## src/rtl/geri_yazma_birimi.sv

```systemverilog
// Writeback stage: merges execute, load and divide results onto the register
// file write port, holding long-latency results and tracking their busy dests.
module geri_yazma_birimi #(
  parameter int VERI_BIT   = 32,
  parameter int ADRES_BIT  = 5,
  parameter int YAS_SINIRI = 2
) (
  input  logic                 clk_i,
  input  logic                 rst_i,
  input  logic                 yurut_gecerli_i,
  input  logic [ADRES_BIT-1:0] yurut_adres_i,
  input  logic [VERI_BIT-1:0]  yurut_deger_i,
  output logic                 durdur_o,
  input  logic                 bellek_gecerli_i,
  input  logic [ADRES_BIT-1:0] bellek_adres_i,
  input  logic [VERI_BIT-1:0]  bellek_deger_i,
  output logic                 bellek_hazir_o,
  input  logic                 bolme_gecerli_i,
  input  logic [ADRES_BIT-1:0] bolme_adres_i,
  input  logic [VERI_BIT-1:0]  bolme_deger_i,
  output logic                 bolme_hazir_o,
  input  logic                 ayrim_gecerli_i,
  input  logic [ADRES_BIT-1:0] ayrim_adres_i,
  input  logic [ADRES_BIT-1:0] ky1_adres_i,
  input  logic [ADRES_BIT-1:0] ky2_adres_i,
  output logic                 ky1_mesgul_o,
  output logic                 ky2_mesgul_o,
  output logic                 yaz_o,
  output logic [ADRES_BIT-1:0] hy_adres_o,
  output logic [VERI_BIT-1:0]  hy_deger_o
);

  localparam int REG_SAYISI = 1 << ADRES_BIT;
  localparam logic [1:0] YAS_ESIK = 2'(YAS_SINIRI);

  typedef enum logic [1:0] {SEC_YOK, SEC_BL, SEC_BO, SEC_YU} sec_e;

  logic                  r_bl_dolu, r_bo_dolu;
  logic [1:0]            r_bl_yas, r_bo_yas;
  logic [ADRES_BIT-1:0]  r_bl_adres, r_bo_adres;
  logic [VERI_BIT-1:0]   r_bl_deger, r_bo_deger;
  logic                  r_yaz, r_uzun;
  logic [ADRES_BIT-1:0]  r_hy_adres;
  logic [VERI_BIT-1:0]   r_hy_deger;
  logic [REG_SAYISI-1:0] r_mesgul;

  logic                  w_bl_yasli, w_bo_yasli, w_durdur;
  sec_e                  w_sec;
  logic [ADRES_BIT-1:0]  w_sec_adres;
  logic [VERI_BIT-1:0]   w_sec_deger;
  logic [REG_SAYISI-1:0] w_mesgul_sonraki;

  assign w_bl_yasli = r_bl_dolu && (r_bl_yas >= YAS_ESIK);
  assign w_bo_yasli = r_bo_dolu && (r_bo_yas >= YAS_ESIK);
  assign w_durdur   = w_bl_yasli || w_bo_yasli;

  always_comb begin
    w_sec       = SEC_YOK;
    w_sec_adres = '0;
    w_sec_deger = '0;
    if (w_bl_yasli)                       w_sec = SEC_BL;
    else if (w_bo_yasli)                  w_sec = SEC_BO;
    else if (yurut_gecerli_i && !w_durdur) w_sec = SEC_YU;
    else if (r_bl_dolu)                   w_sec = SEC_BL;
    else if (r_bo_dolu)                   w_sec = SEC_BO;
    case (w_sec)
      SEC_BL:  begin w_sec_adres = r_bl_adres;    w_sec_deger = r_bl_deger;    end
      SEC_BO:  begin w_sec_adres = r_bo_adres;    w_sec_deger = r_bo_deger;    end
      SEC_YU:  begin w_sec_adres = yurut_adres_i; w_sec_deger = yurut_deger_i; end
      default: ;
    endcase
  end

  // Set is applied after clear so a reissue to the retiring register stays busy.
  always_comb begin
    w_mesgul_sonraki = r_mesgul;
    if (r_yaz && r_uzun)
      w_mesgul_sonraki[r_hy_adres] = 1'b0;
    if (ayrim_gecerli_i && (ayrim_adres_i != '0))
      w_mesgul_sonraki[ayrim_adres_i] = 1'b1;
  end

  always_ff @(posedge clk_i or posedge rst_i) begin
    if (rst_i) begin
      r_bl_dolu  <= 1'b0;
      r_bl_yas   <= '0;
      r_bl_adres <= '0;
      r_bl_deger <= '0;
      r_bo_dolu  <= 1'b0;
      r_bo_yas   <= '0;
      r_bo_adres <= '0;
      r_bo_deger <= '0;
      r_yaz      <= 1'b0;
      r_uzun     <= 1'b0;
      r_hy_adres <= '0;
      r_hy_deger <= '0;
      r_mesgul   <= '0;
    end else begin
      r_mesgul <= w_mesgul_sonraki;

      if (w_sec == SEC_BL) begin
        r_bl_dolu <= 1'b0;
        r_bl_yas  <= '0;
      end else if (!r_bl_dolu && bellek_gecerli_i) begin
        r_bl_dolu  <= 1'b1;
        r_bl_yas   <= '0;
        r_bl_adres <= bellek_adres_i;
        r_bl_deger <= bellek_deger_i;
      end else if (r_bl_dolu && (r_bl_yas != 2'd3)) begin
        r_bl_yas <= r_bl_yas + 2'd1;
      end

      if (w_sec == SEC_BO) begin
        r_bo_dolu <= 1'b0;
        r_bo_yas  <= '0;
      end else if (!r_bo_dolu && bolme_gecerli_i) begin
        r_bo_dolu  <= 1'b1;
        r_bo_yas   <= '0;
        r_bo_adres <= bolme_adres_i;
        r_bo_deger <= bolme_deger_i;
      end else if (r_bo_dolu && (r_bo_yas != 2'd3)) begin
        r_bo_yas <= r_bo_yas + 2'd1;
      end

      // x0 results are consumed but never raise the write enable.
      if (w_sec != SEC_YOK) begin
        r_hy_adres <= w_sec_adres;
        r_hy_deger <= w_sec_deger;
        r_yaz      <= (w_sec_adres != '0);
        r_uzun     <= (w_sec != SEC_YU);
      end else begin
        r_yaz  <= 1'b0;
        r_uzun <= 1'b0;
      end
    end
  end

  assign durdur_o       = w_durdur;
  assign bellek_hazir_o = ~r_bl_dolu & ~rst_i;
  assign bolme_hazir_o  = ~r_bo_dolu & ~rst_i;
  assign ky1_mesgul_o   = (ky1_adres_i != '0) && r_mesgul[ky1_adres_i];
  assign ky2_mesgul_o   = (ky2_adres_i != '0) && r_mesgul[ky2_adres_i];
  assign yaz_o          = r_yaz;
  assign hy_adres_o     = r_hy_adres;
  assign hy_deger_o     = r_hy_deger;

endmodule

```

## config.mk

```make
export PLATFORM = sky130hd
export DESIGN_NAME = geri_yazma_birimi
export DESIGN_NICKNAME = d
export VERILOG_FILES = /design/src/rtl/geri_yazma_birimi.sv
export SDC_FILE = /design/constraint.sdc
export NUM_CORES = 1
export LEC_CHECK = 0
export CORE_MARGIN = 2
export CORE_UTILIZATION = 30
export CTS_BUF_LIST = sky130_fd_sc_hd__clkbuf_16
export CTS_CLUSTER_DIAMETER = 60
export CTS_CLUSTER_SIZE = 8
export DETAILED_ROUTE_END_ITERATION = 16
export PLACE_DENSITY = 0.59
export SLEW_MARGIN = 20
export SYNTH_ARGS = -nofsm -noshare
export SYNTH_HDL_FRONTEND = slang
export SYNTH_SLANG_ARGS = --single-unit
export TNS_END_PERCENT = 100
```

## constraint.sdc

```tcl
create_clock -name clk_i -period 5.6 [get_ports clk_i]
set_input_delay 1.12 -clock clk_i [delete_from_list [all_inputs] [get_ports clk_i]]
set_output_delay 1.12 -clock clk_i [all_outputs]
set_load 0.02 [all_outputs]
```

==> results of run 1 <==
==> per-stage QoR <==
step | instance area (um^2) | setup WS [ns] | cells | hold slack (ns) | utilization, %
global placement | 9085 | 0.9460 | 1040 | 0.4902 | 39.88
global route | 9678 | 0.8306 | 1072 | 0.5205 | 42.49
CTS | 9678 | 0.9217 | 1072 | 0.5116 | 42.49
detailed placement | 9085 | 0.9293 | 1040 | 0.4962 | 39.88
finish | 9678 | 0.8960 | 1072 | 0.5106 | 42.49
floorplan | 7015 | 0.4436 | 576 | 0.4755 | -
==> kinds of logic after synthesis <==
logic type / after synthesis / synth area share (%)
AO/OA/AOI/OAI: 124 / 12.27
adder cells (fa/ha/maj): 8 / 1.427
buffers and inverters: 74 / 4.387
flip-flops: 150 / 53.50
multiplexers: 139 / 22.13
AND/OR/NAND/NOR: 81 / 6.278
==> metal layers <==
| metal | global-route usage [%] | routed length [um] | vias up |
|---|---|---|---|
| li1 | - | - | 2491 |
| met1 | 19.81 | 8153 | 2721 |
| met2 | 29.18 | 10070 | 177 |
| met3 | 6.938 | 1826 | 24 |
| met4 | 5.111 | 307 | 0 |
| met5 | 0 | 0 | - |
==> area by class of cell <==
| type | count | area [um^2] | area share (%) |
|---|---|---|---|
| Inverter | 43 | 166.4 | 1.719 |
| Timing Repair Buffer | 182 | 1802 | 18.62 |
| Clock buffer | 17 | 425.4 | 4.396 |
| Tap cell | 313 | 391.6 | 4.047 |
| Multi-Input combinational cell | 352 | 2972 | 30.70 |
| Clock inverter | 15 | 167.7 | 1.732 |
| Sequential cell | 150 | 3754 | 38.78 |
==> cells in the final DEF, fill, tap and decap left out, types with 4 or more instances in the layout <==
cell                              instances
sky130_fd_sc_hd__inv_1                   43
sky130_fd_sc_hd__inv_6                    6
sky130_fd_sc_hd__o21ai_0                 65
sky130_fd_sc_hd__buf_4                    8
sky130_fd_sc_hd__a222oi_1                34
sky130_fd_sc_hd__o311a_1                  4
sky130_fd_sc_hd__mux2_2                  82
sky130_fd_sc_hd__nor2_1                  14
sky130_fd_sc_hd__clkbuf_16               17
sky130_fd_sc_hd__a22oi_1                  9
sky130_fd_sc_hd__mux2i_1                 52
sky130_fd_sc_hd__dfrtp_1                150
sky130_fd_sc_hd__nand3b_1                 8
sky130_fd_sc_hd__ha_1                     5
sky130_fd_sc_hd__nor2b_1                 12
sky130_fd_sc_hd__clkdlybuf4s50_1        174
sky130_fd_sc_hd__nand2_1                 16
sky130_fd_sc_hd__nand4_1                  4
sky130_fd_sc_hd__nand3_1                 12
==> power by group <==
group	total, W	internal, W	switching [W]
sequential	0.00200	0.00163	0.000371
clock	0.00114	0.000630	0.000509
combinational	0.00235	0.00117	0.00118
==> synth_stat cells <==
library cell	instances	share of area [%]
sky130_fd_sc_hd__a311oi_1	2	0.25
sky130_fd_sc_hd__or3_1	1	0.089
sky130_fd_sc_hd__a222oi_1	34	4.9
sky130_fd_sc_hd__a21o_1	1	0.11
sky130_fd_sc_hd__buf_4	3	0.32
sky130_fd_sc_hd__mux2_2	82	13
sky130_fd_sc_hd__a31oi_1	1	0.089
sky130_fd_sc_hd__a22oi_1	9	0.96
sky130_fd_sc_hd__and2_1	2	0.18
sky130_fd_sc_hd__nand4_1	4	0.36
sky130_fd_sc_hd__mux4_2	2	0.64
sky130_fd_sc_hd__o21ai_0	65	4.6
sky130_fd_sc_hd__or3b_2	2	0.25
sky130_fd_sc_hd__nor2b_1	12	1.1
sky130_fd_sc_hd__nand4b_1	2	0.25
sky130_fd_sc_hd__dfrtp_1	150	54
sky130_fd_sc_hd__mux2_1	1	0.16
sky130_fd_sc_hd__or2_2	1	0.089
sky130_fd_sc_hd__o211ai_1	2	0.21
sky130_fd_sc_hd__nor3_1	2	0.14
sky130_fd_sc_hd__nor3b_1	3	0.32
sky130_fd_sc_hd__nand3b_1	8	0.86
sky130_fd_sc_hd__mux2i_1	52	7.4
sky130_fd_sc_hd__or4_1	2	0.21
sky130_fd_sc_hd__o31a_1	1	0.12
sky130_fd_sc_hd__inv_1	43	2.3
sky130_fd_sc_hd__nand2_1	16	0.86
sky130_fd_sc_hd__nor2_1	14	0.75
sky130_fd_sc_hd__clkbuf_1	9	0.48
sky130_fd_sc_hd__a221oi_1	2	0.25
sky130_fd_sc_hd__a21oi_1	3	0.21
sky130_fd_sc_hd__buf_2	15	1.1
sky130_fd_sc_hd__mux4_1	2	0.75
sky130_fd_sc_hd__buf_1	4	0.21
sky130_fd_sc_hd__nand3_1	12	0.86
sky130_fd_sc_hd__ha_1	8	1.4
sky130_fd_sc_hd__o311a_1	4	0.57
==> worst max-delay path by stage <==
stage | from | endpoint | slack (ns) | depth (start not counted)
floorplan | rst_i | hy_adres_o[0] | 0.44 | 1
global placement | ky1_adres_i[0] | ky1_mesgul_o | 0.95 | 6
detailed placement | ky1_adres_i[0] | ky1_mesgul_o | 0.93 | 6
CTS | ky1_adres_i[0] | ky1_mesgul_o | 0.92 | 6
global route | ky2_adres_i[0] | ky2_mesgul_o | 0.83 | 6
finish | ky1_adres_i[0] | ky1_mesgul_o | 0.90 | 6
==> flip-flops by register name, indices dropped and copies added, names as in the netlist <==
name        flops
r_bo_yas        2
r_uzun          1
r_bl_adres      5
r_bl_dolu       1
hy_adres_o      5
r_bo_adres      5
hy_deger_o     32
r_bo_deger     32
yaz_o           1
r_bl_deger     32
r_bo_dolu       1
r_bl_yas        2
r_mesgul       31
==> worst max-delay path: cells and delay by family <==
kind / cells / cell delay, ns
buffers and inverters: 2 / 1.47
and+or+nand+nor: 3 / 0.64
muxes: 1 / 0.35
==> out/results.txt, run 1 <==
H-Tree Level Count -> 4
total vias in the final route -> 5,413
CP Class -> input pin to primary output
Avg Synthesized Cell Area -> 12.18 um^2
end point of the most critical hold path -> r_bl_adres[1]
CTS sink count -> 150
largest fanout of any net on the critical path -> 13
Min-Delay Path Depth -> 1
count of cells along the worst register-to-register path -> 10
post-layout net count -> 886
Worst-Skew Late Latency -> 0.42 ns
worst slew margin relative to its limit -> 31.56%
number of design rule violations left after detail routing -> 0
series of cell instances along the critical path -> clkdlybuf4s50_1 -> mux4_1 -> nor2b_1 -> or4_1 -> nand4_1 -> clkdlybuf4s50_1
Cell Pwr Density -> 567.8 nW/um^2
Clock Root Buffer -> sky130_fd_sc_hd__clkbuf_16
crit end category -> primary output
area growth from synthesis to layout -> 37.95%
final HPWL from detailed placement -> 13,840 um
worst-case clock buffer depth -> 2
overall power consumption -> 0.005495 W
flop-to-flop setup slack -> 2.42 ns
number of instances in the synthesized netlist -> 576
initial antenna violation count -> 0
min cycle time layout -> 4.704 ns
endpoint of the most critical register-to-register path -> r_bl_adres[3]
count of nets left with antenna violations after detail routing -> 0
startpoint of the most critical hold path -> r_bl_adres[1]
gp weighted congestion -> 0.8500
fraction of the yosys area taken by sequential cells -> 53.50%
Leakage Power -> 3.875 nW
total global routing overflow -> 0
clock buffer count from CTS -> 17
GR Util All Layers -> 17.14%
die width -> 156.9 um
vias in the first global route -> 5,817
final hold viol count -> 0
Finish-stage setup viols -> 0
total of buffers placed on input and output ports -> 174
Die Ht -> 156.9 um
Setup Buffers After CTS -> 0
Core Box Area -> 22,780 um^2
path class of the lowest-slack min-delay path -> register to register
Post-Route WL -> 20,360 um
Hold Buf Count CTS -> 0
slew of the pin with the lowest slew margin -> 1.027 ns
wire length of the first global-routing pass -> 32,190 um
pin count of the biggest net entering global routing -> 102
clock tree from TritonCTS -> done
clock tree skew after final layout -> 0.01138 ns
startpoint types -> input pin
first-pass iteration count of the detailed router -> 8
number of cell rows -> 55
Ports -> 175
setup repair after global routing missed its margin -> no
number of different library cells in the post-synthesis netlist -> 37
delay of the slowest critical-path stage -> 0.85 ns
Starting DRT DRC Count -> 336
post-CTS sizing -> 0
max-capacitance violation count -> 0
Period Utilization, post-route -> 84.00%
Yosys warnings -> 0
data arrival time of the critical path -> 3.58 ns
fraction of final layout cells sized beyond drive strength 1 -> 17.39%
number of antenna repair diodes -> 0
fill count -> 2,165
Crit path required time -> 4.48 ns
peak clock frequency supported by timing -> 212.6 MHz
most repeated library cell on the critical path -> sky130_fd_sc_hd__clkdlybuf4s50_1
post-synthesis instance area -> 7015 um^2
floorplan die area -> 24,620 um^2
worst vdd rail ir drop -> 245.2 uV
clock-pin transition on the worst setup and hold timing paths -> 0.06 ns
reg-to-reg startpoint -> r_bo_yas[0]
standard cell with the maximum stage delay on the critical path -> sky130_fd_sc_hd__clkdlybuf4s50_1
DR WL/cell -> 18.99 um
vias per cell -> 5.049
post-synthesis sequential element count -> 150
result of the run -> finished, final reports clean
synthesized net count -> 716
Slew Viols, Final -> 0
initial core utilization -> 30.80%
setup TNS -> 0 ns
Note: power is estimated with default switching activity, not from simulation.
==> inputs of run 2 (changes only) <==
==> constraint.sdc (replaced) <==
create_clock -name clk_i -period 4.7 [get_ports clk_i]
set_input_delay 0.94 -clock clk_i [delete_from_list [all_inputs] [get_ports clk_i]]
set_output_delay 0.94 -clock clk_i [all_outputs]
set_load 0.02 [all_outputs]
==> out/results.txt, run 2 (synthesis results as in run 1) <==
final HPWL from detailed placement -> 14,030 um (was 13,840 um)
setup TNS -> 0 ns (unchanged)
Finish-stage setup viols -> 0 (unchanged)
number of buffer and inverter instances along the worst setup path -> 2 (unchanged)
grt met1 use -> 20.63% (was 19.81%)
startpoint of the most critical hold path -> r_bo_deger[29] (was r_bl_adres[1])
gp weighted congestion -> 0.8614 (was 0.8500)
internal power consumption -> 0.004047 W (was 0.003430 W)
switching power summed over all nets -> 0.002497 W (was 0.002065 W)
vias per cell -> 5.085 (was 5.049)
standard cell with the maximum stage delay on the critical path -> sky130_fd_sc_hd__clkdlybuf4s50_1 (unchanged)
Slew Viols, Final -> 0 (unchanged)
Core Box Area -> 22,780 um^2 (unchanged)
GR Util All Layers -> 17.16% (was 17.14%)
first-pass iteration count of the detailed router -> 7 (was 8)
DR WL/cell -> 18.93 um (was 18.99 um)
number of design rule violations left after detail routing -> 0 (unchanged)
Hold Buf Count CTS -> 0 (unchanged)
Worst-Skew Late Latency -> 0.43 ns (was 0.42 ns)
leading cell types in the layout, fill and taps excluded -> 174 x sky130_fd_sc_hd__clkdlybuf4s50_1, 150 x sky130_fd_sc_hd__dfrtp_1, 82 x sky130_fd_sc_hd__mux2_2, 65 x sky130_fd_sc_hd__o21ai_0, 52 x sky130_fd_sc_hd__mux2i_1 (unchanged)
Min-Delay Path Depth -> 1 (unchanged)
reg-to-reg startpoint -> r_bo_yas[0] (unchanged)
Clock Root Buffer -> sky130_fd_sc_hd__clkbuf_16 (unchanged)
final hold viol count -> 0 (unchanged)
fraction of final layout cells sized beyond drive strength 1 -> 17.93% (was 17.39%)
peak clock frequency supported by timing -> 241.1 MHz
post-layout net count -> 891 (was 886)
Leakage Power -> 3.894 nW (was 3.875 nW)
pin count of the biggest net entering global routing -> 45 (was 102)
die width -> 156.9 um (unchanged)
largest fanout of any net on the critical path -> 13 (unchanged)
series of cell instances along the critical path -> clkdlybuf4s50_1 -> mux4_1 -> nor2b_1 -> or4_1 -> nand4_1 -> clkdlybuf4s50_1 (unchanged)
crit end category -> primary output (unchanged)
count of cells along the worst register-to-register path -> 9 (was 10)
result of the run -> finished, final reports clean (unchanged)
clock share of power -> 20.8% (was 20.7%)
fill count -> 2,185 (was 2,165)
endpoint of the most critical register-to-register path -> r_bo_deger[28] (was r_bl_adres[3])
met2 track utilization from global routing -> 28.26% (was 29.18%)
worst vdd rail ir drop -> 304.5 uV (was 245.2 uV)
most repeated library cell on the critical path -> sky130_fd_sc_hd__clkdlybuf4s50_1 (unchanged)
end point of the most critical hold path -> r_bo_deger[29] (was r_bl_adres[1])
slew of the pin with the lowest slew margin -> 1.040 ns (was 1.027 ns)
combinational power share -> 42.7% (was 42.9%)
min cycle time layout -> 4.148 ns
critical path's top delay family -> buffers and inverters (unchanged)
wire length of the first global-routing pass -> 32,150 um (was 32,190 um)
Post-Route WL -> 20,390 um (was 20,360 um)
setup repair after global routing missed its margin -> no (unchanged)
met3 track demand over resource -> 7.186% (was 6.938%)
cell area after layout -> 9709 um^2 (was 9678 um^2)
clock-pin transition on the worst setup and hold timing paths -> 0.07 ns (was 0.06 ns)
clock tree from TritonCTS -> done (unchanged)
Setup Buffers After CTS -> 0 (unchanged)
post-placement cell area -> 9121 um^2 (was 9085 um^2)
startpoint types -> input pin (unchanged)
floorplan die area -> 24,620 um^2 (unchanged)
Starting DRT DRC Count -> 356 (was 336)
total global routing overflow -> 0 (unchanged)
most common cell after layout, fill and taps aside -> sky130_fd_sc_hd__clkdlybuf4s50_1 (unchanged)
number of antenna repair diodes -> 0 (unchanged)
initial core utilization -> 30.80% (unchanged)
sw frac -> 38.16% (was 37.58%)
data arrival time of the critical path -> 3.21 ns (was 3.58 ns)
Die Ht -> 156.9 um (unchanged)
delay of the slowest critical-path stage -> 0.79 ns (was 0.85 ns)
H-Tree Level Count -> 4 (unchanged)
vias in the first global route -> 5,846 (was 5,817)
sequential share of power -> 36.5% (was 36.4%)
total vias in the final route -> 5,477 (was 5,413)
CTS sink count -> 150 (unchanged)
Ports -> 175 (unchanged)
total of buffers placed on input and output ports -> 174 (unchanged)
path class of the lowest-slack min-delay path -> register to register (unchanged)
Crit path required time -> 3.76 ns (was 4.48 ns)
initial antenna violation count -> 0 (unchanged)
post-CTS sizing -> 0 (unchanged)
Cell Pwr Density -> 674.0 nW/um^2 (was 567.8 nW/um^2)
count of nets left with antenna violations after detail routing -> 0 (unchanged)
worst-case clock buffer depth -> 2 (unchanged)
clock buffer count from CTS -> 17 (unchanged)
max-capacitance violation count -> 0 (unchanged)
CP Class -> input pin to primary output (unchanged)
number of cell rows -> 55 (unchanged)
area growth from synthesis to layout -> 38.40% (was 37.95%)
clock tree skew after final layout -> 0.01561 ns (was 0.01138 ns)
overall power consumption -> 0.006544 W (was 0.005495 W)
grt peak-use layer -> met2 (unchanged)
worst slew margin relative to its limit -> 30.65% (was 31.56%)
Period Utilization, post-route -> 88.25%
flop-to-flop setup slack -> 1.49 ns (was 2.42 ns)
-- run 2: cell count changes in the layout (fill, tap and decap cells not counted) --
cell                        delta
sky130_fd_sc_hd__buf_4         +5
sky130_fd_sc_hd__inv_8         +3
sky130_fd_sc_hd__inv_6         -2
sky130_fd_sc_hd__bufinv_16     -1
sky130_fd_sc_hd__clkinv_1      +1
sky130_fd_sc_hd__clkinv_4      -1
sky130_fd_sc_hd__clkinv_8      +1
sky130_fd_sc_hd__inv_1         -1
-- run 2: stage by stage --
step	setup slack [ns]	hold WS, ns	cells	utilization [%]
4_1_cts	0.5389	0.5127	1077	42.63
2_1_floorplan	1.712	0.4755	576	-
5_1_grt	0.4206	0.5257	1077	42.63
3_3_place_gp	0.5680	0.4903	1045	40.04
3_5_place_dp	0.5501	0.4953	1045	40.04
6_report	0.5523	0.5099	1077	42.63
-- run 2: area by class of cell --
cell class	count	area (um^2)	share of cell area, %
Sequential cell	150	3754	38.66
Multi-Input combinational cell	352	2972	30.61
Timing Repair Buffer	187	1839	18.94
Clock buffer	17	425.4	4.381
Tap cell	313	391.6	4.034
Inverter	43	165.2	1.701
Clock inverter	15	162.7	1.675
-- run 2: layer usage --
layer	up-vias	wire [um]
met4	0	231
li1	2486	-
met3	22	1863
met2	200	9826
met5	-	0
met1	2769	8470
-- run 2: worst max path at each step --
stage	startpoint	end	slack (ns)	cells after the start
final	ky2_adres_i[2]	ky2_mesgul_o	0.55	6
after global routing	ky2_adres_i[2]	ky2_mesgul_o	0.42	6
after CTS	ky2_adres_i[2]	ky2_mesgul_o	0.54	6
after detailed placement	ky2_adres_i[2]	ky2_mesgul_o	0.55	6
after global placement	ky1_adres_i[2]	ky1_mesgul_o	0.57	6
after floorplan	ky2_adres_i[2]	ky2_mesgul_o	1.71	5
-- run 2: power groups by stage --
| stage | combinational [W] | sequential, W | clock [W] |
|---|---|---|---|
| after floorplan | 0.00172 | 0.00244 | 0 |
| after global placement | 0.00279 | 0.00240 | 0 |
| after detailed placement | 0.00283 | 0.00240 | 0 |
| after CTS | 0.00284 | 0.00239 | 0.00140 |
| after global routing | 0.00309 | 0.00247 | 0.00146 |
| final | 0.00280 | 0.00239 | 0.00136 |
==> inputs of run 3 (changes only) <==
--- a/config.mk
+++ b/config.mk
@@ -5,12 +5,14 @@
 export SDC_FILE = /design/constraint.sdc
 export NUM_CORES = 1
 export LEC_CHECK = 0
+export ABC_CLOCK_PERIOD_IN_PS = 4700
 export CORE_MARGIN = 2
 export CORE_UTILIZATION = 30
 export CTS_BUF_LIST = sky130_fd_sc_hd__clkbuf_16
 export CTS_CLUSTER_DIAMETER = 60
 export CTS_CLUSTER_SIZE = 8
 export DETAILED_ROUTE_END_ITERATION = 16
+export GPL_ROUTABILITY_DRIVEN = 0
 export PLACE_DENSITY = 0.59
 export SLEW_MARGIN = 20
 export SYNTH_ARGS = -nofsm -noshare
==> results of run 3 <==
Final layout, timing and power as in run 2 (identical DEF).
